File: src/rtl/dffers_univ_reg.sv
// WIDTH-bit universal register/counter: reset > set > enable priority, then one of
// eight modes (hold, load, shift, rotate, modulo count up/down).
module dffers_univ_reg #(
   parameter int               WIDTH     = 8,
   parameter logic [WIDTH-1:0] SET_VALUE = {WIDTH{1'b1}},
   parameter logic [WIDTH-1:0] MAX       = {WIDTH{1'b1}}
) (
   input  logic             SW0,
   input  logic             SW1,
   input  logic             SW2,
   input  logic             SW3,
   input  logic [2:0]       MODE,
   input  logic             SIN,
   input  logic [WIDTH-1:0] DIN,
   output logic [WIDTH-1:0] LED,
   output logic             SOUT,
   output logic             TC
);

   typedef enum logic [2:0] {
      MODE_HOLD  = 3'b000,
      MODE_LOAD  = 3'b001,
      MODE_SHL   = 3'b010,
      MODE_SHR   = 3'b011,
      MODE_ROL   = 3'b100,
      MODE_ROR   = 3'b101,
      MODE_CUP   = 3'b110,
      MODE_CDN   = 3'b111
   } mode_e;

   localparam logic [WIDTH-1:0] ZERO_C = {WIDTH{1'b0}};
   localparam logic [WIDTH-1:0] ONE_C  = {{(WIDTH-1){1'b0}}, 1'b1};

   mode_e            mode_s;
   logic [WIDTH-1:0] q_r;
   logic [WIDTH-1:0] q_nxt_s;

   assign mode_s = mode_e'(MODE);

   // Mode action applied when the register is enabled.
   always_comb begin
      q_nxt_s = q_r;
      case (mode_s)
         MODE_HOLD: q_nxt_s = q_r;
         MODE_LOAD: q_nxt_s = DIN;
         MODE_SHL:  q_nxt_s = {q_r[WIDTH-2:0], SIN};
         MODE_SHR:  q_nxt_s = {SIN, q_r[WIDTH-1:1]};
         MODE_ROL:  q_nxt_s = {q_r[WIDTH-2:0], q_r[WIDTH-1]};
         MODE_ROR:  q_nxt_s = {q_r[0], q_r[WIDTH-1:1]};
         MODE_CUP: begin
            // Out-of-range values fold back to zero on the next step.
            if (q_r >= MAX) begin
               q_nxt_s = ZERO_C;
            end else begin
               q_nxt_s = q_r + ONE_C;
            end
         end
         MODE_CDN: begin
            if ((q_r == ZERO_C) || (q_r > MAX)) begin
               q_nxt_s = MAX;
            end else begin
               q_nxt_s = q_r - ONE_C;
            end
         end
         default:   q_nxt_s = q_r;
      endcase
   end

   // Register with reset > set > enable priority.
   always_ff @(posedge SW0) begin
      if (SW1) begin
         q_r <= ZERO_C;
      end else if (SW2) begin
         q_r <= SET_VALUE;
      end else if (SW3) begin
         q_r <= q_nxt_s;
      end else begin
         q_r <= q_r;
      end
   end

   // Serial output and terminal count follow Q and MODE without latency.
   always_comb begin
      SOUT = q_r[0];
      TC   = 1'b0;
      case (mode_s)
         MODE_SHL, MODE_ROL: SOUT = q_r[WIDTH-1];
         default:            SOUT = q_r[0];
      endcase
      if (SW3 && (mode_s == MODE_CUP) && (q_r == MAX)) begin
         TC = 1'b1;
      end else if (SW3 && (mode_s == MODE_CDN) && (q_r == ZERO_C)) begin
         TC = 1'b1;
      end else begin
         TC = 1'b0;
      end
   end

   assign LED = q_r;

endmodule

File: config.mk
export PLATFORM = sky130hd
export DESIGN_NAME = dffers_univ_reg
export DESIGN_NICKNAME = d
export VERILOG_FILES = /design/src/rtl/dffers_univ_reg.sv
export SDC_FILE = /design/constraint.sdc
export NUM_CORES = 1
export LEC_CHECK = 0
export CAP_MARGIN = 20
export CORE_MARGIN = 4
export CORE_UTILIZATION = 34
export DETAILED_ROUTE_END_ITERATION = 7
export GPL_TIMING_DRIVEN = 0
export PLACE_DENSITY = 0.55
export SYNTH_ARGS = -nofsm -noshare
export SYNTH_HDL_FRONTEND = slang
export SYNTH_SLANG_ARGS = --single-unit
File: constraint.sdc
create_clock -name SW0 -period 5 [get_ports SW0]
set_input_delay 1.25 -clock SW0 [delete_from_list [all_inputs] [get_ports SW0]]
set_output_delay 1.25 -clock SW0 [all_outputs]
set_load 0.02 [all_outputs]
==> summary.md <==
| Metric | Value |
|---|---|
| Status | `finished, final reports clean` |
| Critical R2R Launch | `LED[4]` |
| RSZ-0062 raised after global routing | `false` |
| Worst r2r dst | `LED[0]` |
| Post-CTS setup buffers | `0` |
| GRT overflow | `0` |
| Critical Path AT | `3.49 ns` |
| # setup viols final | `0` |
| Comb power frac | `0.484` |
| Avg WL per Cell | `16.36 µm` |
| Clk root buf | `clkbuf_4` |
| Number of flops mapped to enable cells by yosys | `0` |
| DR vias | `1134` |
| Row count | `19` |
| Final max-slew violation count | `0` |
| Pin count of the biggest net entering global routing | `11` |
| WHS | `0.6420 ns` |
| DRT iter0 DRCs | `46` |
| TritonRoute pass-1 iters | `6` |
| FF-to-FF setup slack | `roughly 3.1 ns` |
| Clock sink total | `8` |
| Number of port buffers | `23` |
| CTS buffer count | `3` |
| CTS Hold Bufs | `0` |
| Placer Congestion | `0.8913` |
| Synth Register Bits | `8` |
| Clk slew on worst S/H paths | `0.06 ns` |
| Avg Cell Area, Syn | `7.372 µm²` |
| Min Tclk post-route | `4.736 ns` |
| Switching share of total power | `0.3985` |
| DP Cell Count | `between 150 and 200` |
| Post-layout util | `0.4653` |
| Nets | `186` |
| Hold Vio Cnt, Final | `0` |
| CTS resizes | `0` |
| Layout cells sized above 1 | `0.09091` |
| CP Capture Type | `output port` |
| Clock Tree Buf Depth | `2` |
| CTS tree | `done` |
| Skew final | `approximately 0.008 ns` |
| DRT Wirelength | `roughly 3200 µm` |
| Commonest non-fill, non-tap cell in the layout | `clkdlybuf4s50_1` |
| Yosys cell types | `46` |
| Cells on worst reg2reg path | `6` |
| Net switching power | `0.1023 mW` |
| Main synth FF type | `dfxtp_1` |
| Hold Crit Class | `reg2reg` |
| Layout area overhead | `28.45%` |
| Die Footprint | `3956 µm²` |
| Diode count | `0` |
| CP required | `3.75 ns` |
| Setup CP Type | `in2out` |
| Drt drc | `0` |
| Clock Power Share | `0.219` |
| Post-route cell area | `roughly 1300 µm²` |
| First-pass GRT wire length | `5250 µm` |
| Max reg flops | `8` |
| Antenna violations before repair | `0` |
| Initial Util | `0.3622` |
| Async SR Flop Fraction | `0` |
| GRT Total Usage | `0.1674` |
| Crit start category | `input port` |
| Final TNS setup | `0 ns` |
| Post-DP HPWL | `roughly 2400 µm` |
| I/O Pins | `26` |
| Fin crit share | `0.9472` |
| Post-synthesis sequential area ratio | `0.1563` |
| Syn Std Cell Area | `1025 µm²` |
| Final cell count without fillers | `196` |
| Max_slew headroom | `0.6121` |
| Worst-skew pair later-pin latency | `0.27 ns` |
| Worst Max-Slew Pin Slew | `0.5819 ns` |
| P_leak | `0.4814 nW` |
| VDD IR max | `0.0001088 V` |
| Cell Area, Placed | `1294 µm²` |
| Max FO, Critical Path | `5` |
| Ys Warns | `0` |
| Internal | `~0.15 mW` |
| Core area | `roughly 2800 µm²` |
| Max cap viols | `0` |
| Number of global-route vias before repair | `1113` |
| Sequential share of power | `0.297` |
| Post-detailed-route count of antenna-violating nets | `0` |
| Die H | `approximately 63 µm` |
| Synth Net Count | `158` |
| Worst setup endpoint | `TC` |
| Depth of the CTS H-tree | `1` |
| Synthesized instance count | `139` |
| DR vias/cell | `5.786` |
| Worst Setup SP | `MODE[1]` |
| Peak Freq | `0.2112 GHz` |
| Commonest cells after routing, fill and taps aside | `23 x clkdlybuf4s50_1, 14 x nand2_1, 14 x nor2_1` |
| Die X | `62.90 µm` |
| Power Density | `195.1 nW/µm²` |
worst min-delay path by stage:
stage	start	endpoint	depth (start not counted)
floorplan	LED[0]	LED[0]	2
global placement	LED[0]	LED[0]	2
detailed placement	LED[0]	LED[0]	2
CTS	LED[0]	LED[0]	2
global route	LED[0]	LED[0]	2
finish	LED[0]	LED[0]	2
logic make-up (layout without fill, tap and decap cells):
logic type | count (synthesis) | in the layout | share of synthesized area
AO/OA/AOI/OAI | 36 | 36 | 0.2540
XOR/XNOR | 8 | 8 | 0.06838
adder cells (fa/ha/maj) | 3 | 3 | 0.03663
buffers and inverters | 17 | 43 | 0.07814
flip-flops | 8 | 8 | 0.1563
multiplexers | 8 | 8 | 0.07815
AND/OR/NAND/NOR | 59 | 59 | 0.3285
power by group through the flow:
stage / Sequential [mW] / Combinational, mW / Clock (mW)
after floorplan: 0.0837 / 0.0742 / 0
after global placement: 0.0773 / 0.123 / 0
after detailed placement: 0.0775 / 0.123 / 0
after CTS: 0.0761 / 0.124 / 0.0583
after global routing: 0.0772 / 0.135 / 0.0613
final: 0.0764 / 0.124 / 0.0563
through the flow:
stage	worst slack, ns	power, mW
detailed placement	0.2546	0.2004
floorplan	1.296	0.1579
global placement	0.2442	0.2007
finish	0.2640	0.2568
global route	0.1742	0.2733
CTS	0.2462	0.2581
routing by layer:
metal / GRT usage / wire (µm) / up-vias
met5: 0 / 0 / -
met4: 0.04132 / 33 / 0
met3: 0.05396 / 280 / 5
met2: 0.2714 / 1453 / 46
met1: 0.2127 / 1440 / 520
li1: - / - / 563
area by class of cell:
| type | count | area, µm² |
|---|---|---|
| multi-input combinational | 114 | 784.5 |
| timing repair buffer | 23 | 230.2 |
| sequential | 8 | 160.2 |
| fill | 292 | 1513 |
| inverter | 4 | 15.01 |
| buffer | 13 | 65.06 |
| clock buffer | 3 | 22.52 |
| tap | 31 | 38.79 |
cell usage after synthesis (4+ instances only):
cell type,number,area share
a21oi_1,9,0.044
buf_2,4,0.020
inv_1,4,0.015
dfxtp_1,8,0.16
a311oi_1,5,0.043
nand2_1,14,0.051
nor2_1,14,0.051
mux2i_1,8,0.078
xnor2_1,5,0.043
nand2b_1,6,0.037
clkbuf_1,4,0.015
nand3_1,6,0.029
worst max-delay path: stages:
cell,delay [ns]
clkdlybuf4s50_1,0.53
nand3_1,0.18
or3b_4,0.45
nor4b_4,0.30
o21a_1,0.17
clkdlybuf4s50_1,0.60
Note: power is estimated with default switching activity, not from simulation.
